**src/rtl/alu_pkg.sv**
```systemverilog
// Shared definitions for the ALU issue-control slice: opcodes, ALU width and
// the issue FSM state encoding.
package alu_pkg;

   localparam int unsigned ALU_WIDTH = 4;

   localparam logic [1:0] SEL_AND = 2'b00;
   localparam logic [1:0] SEL_OR  = 2'b01;
   localparam logic [1:0] SEL_XOR = 2'b10;
   localparam logic [1:0] SEL_ADD = 2'b11;

   typedef enum logic [1:0] {
      IDLE = 2'd0,
      EXEC = 2'd1,
      RESP = 2'd2
   } state_t;

endpackage

```
**src/rtl/alu_issue_ctrl_if.sv**
```systemverilog
// Command and result handshake channels of alu_issue_ctrl.
// master = command producer / result consumer, slave = the issue stage.
interface alu_issue_ctrl_if
   import alu_pkg::*;
#(
   parameter int unsigned WIDTH = ALU_WIDTH
) ();

   logic             cmd_valid;
   logic             cmd_ready;
   logic [WIDTH-1:0] cmd_a;
   logic [WIDTH-1:0] cmd_b;
   logic [1:0]       cmd_sel;
   logic             cmd_acc;

   logic             res_valid;
   logic             res_ready;
   logic [WIDTH-1:0] res_data;
   logic             res_carry;
   logic             res_zero;

   modport master (
      output cmd_valid, cmd_a, cmd_b, cmd_sel, cmd_acc, res_ready,
      input  cmd_ready, res_valid, res_data, res_carry, res_zero
   );

   modport slave (
      input  cmd_valid, cmd_a, cmd_b, cmd_sel, cmd_acc, res_ready,
      output cmd_ready, res_valid, res_data, res_carry, res_zero
   );

endinterface

```
**src/rtl/alu_cmd_fifo.sv**
```systemverilog
// Synchronous command FIFO with registered occupancy count.
// Read data is the current head entry; no write-to-read bypass.
module alu_cmd_fifo
   import alu_pkg::*;
#(
   parameter int unsigned WIDTH = 2 * ALU_WIDTH + 3,
   parameter int unsigned DEPTH = 4
) (
   input  logic                       clk,
   input  logic                       rst,
   input  logic                       push,
   input  logic [WIDTH-1:0]           din,
   input  logic                       pop,
   output logic [WIDTH-1:0]           dout,
   output logic                       full,
   output logic                       empty,
   output logic [$clog2(DEPTH):0]     count
);

   localparam int unsigned AW = $clog2(DEPTH);
   localparam int unsigned CW = AW + 1;

   logic [WIDTH-1:0] mem [DEPTH];
   logic [AW-1:0]    wr_ptr;
   logic [AW-1:0]    rd_ptr;
   logic             push_ok;
   logic             pop_ok;

   assign full    = (count == CW'(DEPTH));
   assign empty   = (count == '0);
   assign push_ok = push && !full;
   assign pop_ok  = pop && !empty;
   assign dout    = mem[rd_ptr];

   // Storage write; contents need no reset since pointers/count gate reads.
   always_ff @(posedge clk) begin
      if (push_ok) begin
         mem[wr_ptr] <= din;
      end
   end

   // Pointer and occupancy bookkeeping; pointers wrap modulo DEPTH.
   always_ff @(posedge clk) begin
      if (rst) begin
         wr_ptr <= '0;
         rd_ptr <= '0;
         count  <= '0;
      end else begin
         if (push_ok) wr_ptr <= wr_ptr + AW'(1);
         if (pop_ok)  rd_ptr <= rd_ptr + AW'(1);
         case ({push_ok, pop_ok})
            2'b10:   count <= count + CW'(1);
            2'b01:   count <= count - CW'(1);
            default: count <= count;
         endcase
      end
   end

endmodule

```
**src/rtl/alu_issue_ctrl.sv**
```systemverilog
// Issue-control stage around the 4-bit combinational ALU: buffers commands,
// issues one at a time from registered operands, registers the result with
// carry/zero flags and keeps an accumulator usable as operand a.
module alu_issue_ctrl
   import alu_pkg::*;
#(
   parameter int unsigned WIDTH = ALU_WIDTH,
   parameter int unsigned DEPTH = 4
) (
   input  logic                clk,
   input  logic                rst,
   alu_issue_ctrl_if.slave     bus,
   input  logic                acc_clr,
   output logic [WIDTH-1:0]    alu_a,
   output logic [WIDTH-1:0]    alu_b,
   output logic [1:0]          alu_sel,
   input  logic [WIDTH-1:0]    alu_out,
   input  logic                alu_carry,
   output logic                busy
);

   localparam int unsigned EW = 2 * WIDTH + 3;
   localparam int unsigned CW = $clog2(DEPTH) + 1;

   state_t           state;
   state_t           state_n;
   logic             pop;

   logic [EW-1:0]    fifo_din;
   logic [EW-1:0]    fifo_dout;
   logic             fifo_full;
   logic             fifo_empty;
   logic [CW-1:0]    fifo_count;

   logic             e_acc;
   logic [1:0]       e_sel;
   logic [WIDTH-1:0] e_a;
   logic [WIDTH-1:0] e_b;

   logic [WIDTH-1:0] op_a;
   logic [WIDTH-1:0] op_b;
   logic [1:0]       op_sel;
   logic [WIDTH-1:0] acc;
   logic [WIDTH-1:0] res_data_q;
   logic             res_carry_q;
   logic             res_zero_q;

   // Entry layout: {acc, sel, a, b}
   assign fifo_din = {bus.cmd_acc, bus.cmd_sel, bus.cmd_a, bus.cmd_b};
   assign {e_acc, e_sel, e_a, e_b} = fifo_dout;

   alu_cmd_fifo #(
      .WIDTH (EW),
      .DEPTH (DEPTH)
   ) u_fifo (
      .clk   (clk),
      .rst   (rst),
      .push  (bus.cmd_valid),
      .din   (fifo_din),
      .pop   (pop),
      .dout  (fifo_dout),
      .full  (fifo_full),
      .empty (fifo_empty),
      .count (fifo_count)
   );

   // Next-state and pop decision; RESP can pop directly for back-to-back issue.
   always_comb begin
      state_n = state;
      pop     = 1'b0;
      case (state)
         IDLE: begin
            if (!fifo_empty) begin
               pop     = 1'b1;
               state_n = EXEC;
            end
         end
         EXEC: state_n = RESP;
         RESP: begin
            if (bus.res_ready) begin
               if (!fifo_empty) begin
                  pop     = 1'b1;
                  state_n = EXEC;
               end else begin
                  state_n = IDLE;
               end
            end
         end
         default: state_n = IDLE;
      endcase
   end

   // FSM state register.
   always_ff @(posedge clk) begin
      if (rst) state <= IDLE;
      else     state <= state_n;
   end

   // Operand registers loaded from the FIFO head on every pop.
   always_ff @(posedge clk) begin
      if (rst) begin
         op_a   <= '0;
         op_b   <= '0;
         op_sel <= '0;
      end else if (pop) begin
         op_a   <= e_acc ? acc : e_a;
         op_b   <= e_b;
         op_sel <= e_sel;
      end
   end

   // Result capture during the single EXEC cycle; held through RESP.
   always_ff @(posedge clk) begin
      if (rst) begin
         res_data_q  <= '0;
         res_carry_q <= 1'b0;
         res_zero_q  <= 1'b0;
      end else if (state == EXEC) begin
         res_data_q  <= alu_out;
         res_carry_q <= (op_sel == SEL_ADD) ? alu_carry : 1'b0;
         res_zero_q  <= (alu_out == '0);
      end
   end

   // Accumulator; a clear pulse wins over the EXEC update.
   always_ff @(posedge clk) begin
      if (rst)                 acc <= '0;
      else if (acc_clr)        acc <= '0;
      else if (state == EXEC)  acc <= alu_out;
   end

   assign alu_a         = op_a;
   assign alu_b         = op_b;
   assign alu_sel       = op_sel;
   assign bus.cmd_ready = !fifo_full;
   assign bus.res_valid = (state == RESP);
   assign bus.res_data  = res_data_q;
   assign bus.res_carry = res_carry_q;
   assign bus.res_zero  = res_zero_q;
   assign busy          = (state != IDLE) || (fifo_count != '0);

endmodule

```
**src/flat_wrapper.sv**
```systemverilog
// flat-port wrapper written by rule: the top's interface ports become plain ports
module alu_issue_ctrl_flat import alu_pkg::*;
#(
   parameter int unsigned WIDTH = ALU_WIDTH,
   parameter int unsigned DEPTH = 4
)
  (clk, rst, acc_clr, alu_a, alu_b, alu_sel, alu_out, alu_carry, busy, bus_cmd_valid, bus_cmd_a, bus_cmd_b, bus_cmd_sel, bus_cmd_acc, bus_res_ready, bus_cmd_ready, bus_res_valid, bus_res_data, bus_res_carry, bus_res_zero);
  alu_issue_ctrl_if #(.WIDTH(WIDTH)) bus_i ();
  input  logic clk;
  input  logic rst;
  input  logic acc_clr;
  output logic [WIDTH-1:0] alu_a;
  output logic [WIDTH-1:0] alu_b;
  output logic [1:0] alu_sel;
  input  logic [WIDTH-1:0] alu_out;
  input  logic alu_carry;
  output logic busy;
  input wire logic [$bits(bus_i.cmd_valid)-1:0] bus_cmd_valid;
  input wire logic [$bits(bus_i.cmd_a)-1:0] bus_cmd_a;
  input wire logic [$bits(bus_i.cmd_b)-1:0] bus_cmd_b;
  input wire logic [$bits(bus_i.cmd_sel)-1:0] bus_cmd_sel;
  input wire logic [$bits(bus_i.cmd_acc)-1:0] bus_cmd_acc;
  input wire logic [$bits(bus_i.res_ready)-1:0] bus_res_ready;
  output wire logic [$bits(bus_i.cmd_ready)-1:0] bus_cmd_ready;
  output wire logic [$bits(bus_i.res_valid)-1:0] bus_res_valid;
  output wire logic [$bits(bus_i.res_data)-1:0] bus_res_data;
  output wire logic [$bits(bus_i.res_carry)-1:0] bus_res_carry;
  output wire logic [$bits(bus_i.res_zero)-1:0] bus_res_zero;
  assign bus_i.cmd_valid = bus_cmd_valid;
  assign bus_i.cmd_a = bus_cmd_a;
  assign bus_i.cmd_b = bus_cmd_b;
  assign bus_i.cmd_sel = bus_cmd_sel;
  assign bus_i.cmd_acc = bus_cmd_acc;
  assign bus_i.res_ready = bus_res_ready;
  assign bus_cmd_ready = bus_i.cmd_ready;
  assign bus_res_valid = bus_i.res_valid;
  assign bus_res_data = bus_i.res_data;
  assign bus_res_carry = bus_i.res_carry;
  assign bus_res_zero = bus_i.res_zero;
  alu_issue_ctrl #(.WIDTH(WIDTH), .DEPTH(DEPTH)) u_core (.clk(clk), .rst(rst), .bus(bus_i), .acc_clr(acc_clr), .alu_a(alu_a), .alu_b(alu_b), .alu_sel(alu_sel), .alu_out(alu_out), .alu_carry(alu_carry), .busy(busy));
endmodule
```
**config.mk**
```make
export PLATFORM = sky130hd
export DESIGN_NAME = alu_issue_ctrl_flat
export DESIGN_NICKNAME = d
export VERILOG_FILES = /design/src/rtl/alu_pkg.sv /design/src/rtl/alu_issue_ctrl_if.sv /design/src/rtl/alu_cmd_fifo.sv /design/src/rtl/alu_issue_ctrl.sv /design/src/flat_wrapper.sv
export SDC_FILE = /design/constraint.sdc
export NUM_CORES = 1
export LEC_CHECK = 0
export ABC_AREA = 1
export CAP_MARGIN = 40
export CORE_MARGIN = 4
export CORE_UTILIZATION = 30
export DETAILED_ROUTE_END_ITERATION = 10
export GPL_ROUTABILITY_DRIVEN = 0
export MAX_ROUTING_LAYER = met4
export PLACE_DENSITY = 0.52
export SKIP_CTS_REPAIR_TIMING = 1
export SLEW_MARGIN = 20
export SYNTH_ARGS = -nofsm -noshare
export SYNTH_HDL_FRONTEND = slang
export SYNTH_SLANG_ARGS = --single-unit
```
**constraint.sdc**
```tcl
create_clock -name clk -period 2.5 [get_ports clk]
set_input_delay 0.5 -clock clk [delete_from_list [all_inputs] [get_ports clk]]
set_output_delay 0.5 -clock clk [all_outputs]
set_load 0.05 [all_outputs]
```
Yosys cells after proc, flatten, opt, wreduce, memory -nomap -nowiden
Memory sizes are Yosys's and may differ from the RTL's. A register that Yosys moved wholly into a read port is not among the register bits.
Cells that the tools add are included.
{"block": "op_classes", "mux": 14, "reduce_logical": 13, "add_sub_neg": 4, "n_eq_ne": 8}
{"operator": "2-bit 2-to-1 mux", "n": 4}
{"operator": "2-bit == test (second input constant)", "n": 3}
{"operator": "1-bit 2-to-1 mux", "n": 6}
{"operator": "2-bit one-hot mux with 3 select lines", "n": 1}
{"operator": "3-bit one-hot mux with 2 select lines", "n": 1}
{"operator": "2-bit by 1-bit adder with 2-bit output (second input constant)", "n": 2}
{"operator": "2-bit by 1-bit == test with 1-bit output (second input constant)", "n": 2}
{"operator": "4-bit logical NOT", "n": 1}
{"operator": "4-bit 2-to-1 mux", "n": 1}
{"operator": "2-bit != test (second input constant)", "n": 2}
{"operator": "2-bit nonzero test", "n": 2}
{"operator": "3-bit by 1-bit adder with 3-bit output (second input constant)", "n": 1}
{"operator": "3-bit == test (second input constant)", "n": 1}
{"operator": "3-bit logical NOT", "n": 1}
{"operator": "3-bit nonzero test", "n": 1}
{"operator": "3-bit by 1-bit subtractor with 3-bit output (second input constant)", "n": 1}
{"operator": "1-bit logical AND", "n": 2}
{"operator": "1-bit logical NOT", "n": 2}
{"operator": "2-bit logical NOT", "n": 1}
{"operator": "1-bit one-hot mux with 2 select lines", "n": 1}
{"operator": "2-bit AND reduction", "n": 1}
{"operator": "2-bit OR reduction", "n": 1}
{"operator": "1-bit logical OR", "n": 1}
{"block": "totals", "output_inout_bits": 19, "memories": 1, "ff_bits": 29, "word_cells": 51, "in_bits": 21, "ram_bits": 44}
{"name": "u_core.u_fifo.mem", "words": 4, "word_bits": 11, "rd": 1, "rd_ports_with_merged_regs": 1, "wr": 1, "line": "alu_cmd_fifo.sv:23", "text": "logic [WIDTH-1:0] mem [DEPTH];"}

Depth between registers and ports, before layout
{"block": "logic_depth", "ltp_word": 7, "depth_mapped": 13, "depth_no_buf": 12}

Modules after synthesis
Synthesis repeated with hierarchy kept, for this count alone.
{"block": "hier_totals", "hier_cells": 307, "area_unflattened_um2": 3074.2}
{"module": "alu_cmd_fifo", "seq_area_each_um2": 1501.4, "area_per_inst_um2": 2132.0, "n_inst": 1, "cells_each": 177}
{"module": "alu_issue_ctrl", "seq_area_each_um2": 440.4, "area_per_inst_um2": 942.2, "n_inst": 1, "cells_each": 130}

Worst setup path after synthesis
OpenSTA, ideal clock, no wires.
{"block": "synth_path", "kind": "flip-flop to flip-flop", "startpoint": "reg u_core.u_fifo.count[0]", "endpoint": "reg u_core.u_fifo.count[2]", "setup_ps": 119, "setup_slack_ps": 247, "n_path_buf": 0, "t_arrival_ps": 2133, "required_time_ps": 2381, "synth_period_minus_slack_ps": 2253, "path_stages_with_launch": 11, "cell_sequence": "dfxtp_1 -> inv_1 -> nand3_1 -> nand2_1 -> ha_1 -> inv_1 -> fa_1 -> nand2_1 -> nand3_1 -> o21ai_0 -> a21oi_1"}
{"block": "synth_via", "elab_cells_between_ends": 15, "cone_classes": "add/sub: 2; eq/ne: 3; mux: 4; reduce/logical: 6"}
{"element": "start: declaration", "line": "alu_cmd_fifo.sv:17", "text": "output logic [$clog2(DEPTH):0] count"}
{"element": "start signal: assignment", "line": "alu_cmd_fifo.sv:52", "text": "2'b10: count <= count + CW'(1);"}
{"element": "start signal: assignment", "line": "alu_cmd_fifo.sv:53", "text": "2'b01: count <= count - CW'(1);"}
{"element": "start signal: assignment", "line": "alu_cmd_fifo.sv:54", "text": "default: count <= count;"}
{"element": "3-bit == test (*)", "line": "alu_cmd_fifo.sv:29", "text": "assign full = (count == CW'(DEPTH));"}
{"element": "1-bit logical NOT (*)"}
{"element": "named net bus_cmd_ready", "line": "flat_wrapper.sv:24", "text": "output wire logic [$bits(bus_i.cmd_ready)-1:0] bus_cmd_ready;"}
{"element": "1-bit logical AND (*)", "line": "alu_cmd_fifo.sv:31", "text": "assign push_ok = push && !full;"}
{"element": "2-bit by 1-bit == test with 1-bit output or 2-bit == test (tied branches)", "line": "alu_cmd_fifo.sv:51", "text": "case ({push_ok, pop_ok})"}
{"element": "3-bit one-hot mux with 2 select lines or 2-bit nonzero test (tied branches)"}
The timed path passes the listed nets; every way through them passes the cells marked *.
A chain may end at the register's enable or synchronous reset.

Final worst setup path
{"block": "layout_path", "startpoint": "reg u_core.u_fifo.count[0]", "endpoint": "out busy"}
{"block": "layout_via", "elab_chain_cells": 2}
{"element": "3-bit nonzero test", "line": "alu_issue_ctrl.sv:140", "text": "assign busy = (state != IDLE) || (fifo_count != '0);"}
{"element": "1-bit logical OR", "line": "alu_issue_ctrl.sv:140"}
{"element": "end: declaration", "line": "flat_wrapper.sv:17", "text": "output logic busy;"}
Every way passes these cells.

==> qor.txt <==
Outcome -> complete, no violations
Combinational share of power -> 38.3%
Area Growth Syn to Fin -> 25.90%
Worst-Margin Slew -> 530.7 ps
Rows -> 36
Die Wd -> 107.9 um
Final WL -> 5861 um
DR vias/cell -> 4.257
Flop2flop setup slack -> 740 ps
Rel. slew slack -> 64.51%
Switching pwr -> 1.664 mW
Slowest-stage cell, CP -> clkdlybuf4s50_1
Pwr dens -> 1146 nW/um^2
# DRC -> 0
Total number of vias -> 2052
Pin count of the biggest net entering global routing -> 25
Sequential area share after synthesis -> 64.83%
I/O pin cnt -> 40
1st-iter DRT viols -> 101
Wirelength per Cell -> 12.16 um
Crit path max fanout -> 3
Dpl cell area -> 3548 um^2
Main synth FF type -> edfxtp_1
Pins Over Slew Limit -> 0
Root Buffer -> clkbuf_8
Die area -> 11650 um^2
Post-synthesis cell area -> 2995 um^2
Int Pwr -> 2.658 mW
Final HPWL DP -> 3947 um
CP Capture Type -> primary output
Post-synthesis mux area share -> 0%
Worst R2R Path Depth -> 11
Fillers -> 999
HP Start -> u_core.u_fifo.count[0]$_SDFFE_PP0P_
FF-to-FF End -> u_core.u_fifo.count[2]$_SDFFE_PP0P_
CTS H-tree lvls -> 3
WP data required -> 2000 ps
Setup Skew -> 7.957 ps
TritonCTS Buffers -> 9
Largest area contributor in the netlist -> edfxtp_1
Min Tclk post-route -> 2306 ps
Fin Setup TNS -> 0 ps
Final ANT Viol Nets -> 0
Hold Path End -> u_core.u_fifo.count[0]$_SDFFE_PP0P_
GRT Overall Usage -> 11.21%
Area contributors post-synth -> edfxtp_1 (44%), dfxtp_1 (21%), nand2_1 (6.4%), nor2_1 (6.1%), o21ai_0 (4.7%)
WS Path Type -> reg2out
LEAKAGE -> 1.408 nW
First-pass GRT wire length -> 9832 um
Multi-input gate area -> 885.9 um^2
Post-synthesis register bit count -> 75
Initial Util -> 30.79%
Worst path cell trace -> inv_1, nand3_1, nand3b_1, clkdlybuf4s50_1
Core ar. -> 9729 um^2
Largest family of logic cells by synthesized area -> simple AND/OR/NAND/NOR gates
Post-synthesis simple-gate area fraction -> 16.75%
Post-Syn Area per Cell -> 10.19 um^2
Clk sinks -> 75
Worst R2R Start -> u_core.state[1]$_SDFFE_PP0P_
Syn. warnings -> 0
CTS tree -> built
Max-Cap Viols -> 0
Total design power -> 4.321 mW
Top cell type's share of synthesized area -> 44.11%
Initial antenna violation count -> 0
Drt first pass iters -> 4
Final Setup Violations -> 0
Worst setup SP type -> register
Bufs on Longest Clock Path -> 2
Worst VDD drop -> 0.0003837 V
Synth Area in Compound Gates -> 9.774%
Mapped Nets -> 321
Post-synth EDFFs -> 44
RSZ-0062 raised after global routing -> false
CP arrival -> 1810 ps
Max Freq -> 433.7 MHz
Die Y -> 107.9 um
Vias in the first global route -> 1964
Reg area -> 1942 um^2
Clock Latency Late Sink -> 340 ps
Clock power frac -> 23.5%
Fin nets -> 371
Fin area -> 3771 um^2
Unique masters post-synth -> 24
Worst path max stage delay -> 800 ps
FFs w/ async S/R, synth -> 0%
Post-synthesis xor/xnor area fraction -> 0.2924%
Min-Delay Path Depth -> 1
GR Overflow Total -> 0
Switching Share -> 38.50%
Final Hold Fails -> 0
Tcrit/Tclk final -> 92.23%
Hold WS -> 460.3 ps
Port Buffers -> 39
Diode count -> 0
Layout cell share with drive strength beyond 1 -> 9.456%
Top-count cell post-synth -> nand2_1
Most instantiated cells after synthesis -> nand2_1 (51), nor2_1 (49), edfxtp_1 (44), dfxtp_1 (31), o21ai_0 (28)
Hold Path Class -> reg2reg
Seq pwr share -> 38.1%
Clk slew on worst S/H paths -> 80 ps
Adder-Cell Fraction of Synth Area -> 2.757%
Synth Instances -> 294
[critical path: cells and delay by family (launching register included)]
| kind | cells | cell delay, ps |
|---|---|---|
| buf+inv | 2 | 890 |
| simple gates | 2 | 220 |
| flops | 1 | 350 |
[area by class of cell]
type / instances / share of cell area [%]
clock buffers: 9 / 3.285
clock inverters: 7 / 2.621
inverters: 23 / 2.356
multi-input cells: 186 / 23.49
flip-flops and latches: 75 / 51.49
well taps: 133 / 4.413
repair buffers: 49 / 12.34
[per-stage QoR]
stage | utilization [%] | setup WS, ps | cells
2_1_floorplan | - | 247.4 | 294
3_3_place_gp | 36.47 | 169.0 | 466
3_5_place_dp | 36.47 | 110.7 | 466
4_1_cts | 38.76 | 165.7 | 482
5_1_grt | 38.76 | 101.5 | 482
6_report | 38.76 | 194.1 | 482
[worst max-delay path by stage]
stage	from	to	slack [ps]	depth (start not counted)
floorplan	u_core.u_fifo.count[0]$_SDFFE_PP0P_	u_core.u_fifo.count[2]$_SDFFE_PP0P_	250	10
global placement	bus_res_ready	u_core.u_fifo.count[2]$_SDFFE_PP0P_	170	12
detailed placement	bus_res_ready	u_core.u_fifo.count[2]$_SDFFE_PP0P_	110	13
CTS	u_core.u_fifo.count[0]$_SDFFE_PP0P_	busy	170	4
global route	u_core.u_fifo.count[0]$_SDFFE_PP0P_	busy	100	4
finish	u_core.u_fifo.count[0]$_SDFFE_PP0P_	busy	190	4
[power by group through the flow]
stage               clock network, mW  registers, mW  logic, mW
finish                           1.02           1.65       1.66
global route                     1.11           1.68       1.86
CTS                              1.05           1.65       1.69
detailed placement                  0           1.68       1.68
global placement                    0           1.67       1.66
floorplan                           0           1.93      0.970
[kinds of logic after synthesis]
group | Yosys count
flip-flops | 75
AO/OA/AOI/OAI | 56
AND/OR/NAND/NOR | 123
adder cells (fa/ha/maj) | 6
buffers and inverters | 33
XOR/XNOR | 1
[flip-flops by register name, indices dropped and copies added, names as in the netlist, 3 cells and up, named ones only]
signal               cells
u_core.alu_a             4
u_core.acc               4
u_core.u_fifo.mem       44
u_core.alu_b             4
u_core.u_fifo.count      3
u_core.bus.res_data      4
[routing by layer]
| layer | up-vias | part of all wire [%] | track usage [%] |
|---|---|---|---|
| li1 | 1082 | - | - |
| met1 | 921 | 47 | 13.55 |
| met2 | 40 | 46 | 17.50 |
| met3 | 9 | 5.2 | 3.419 |
| met4 | 0 | 1.7 | 4.599 |
| met5 | - | 0 | - |
[placed cells by master (no fill, tap or decap)]
cell	instances
nand2_1	51
clkbuf_8	9
dfxtp_1	31
nor2_4	1
ha_1	5
edfxtp_1	44
o21ai_0	28
o21ai_1	8
nand3b_1	1
fa_1	1
inv_4	1
clkdlybuf4s50_1	39
inv_1	21
clkinv_4	1
xor2_1	1
nor2_1	49
clkinv_2	1
bufinv_16	2
clkinvlp_4	1
o211ai_1	1
inv_2	1
buf_4	10
nand3_1	19
or2_2	1
a21oi_1	16
nand2_2	1
a21oi_2	2
a211oi_1	1
inv_6	2
Note: power is estimated with default switching activity, not from simulation.
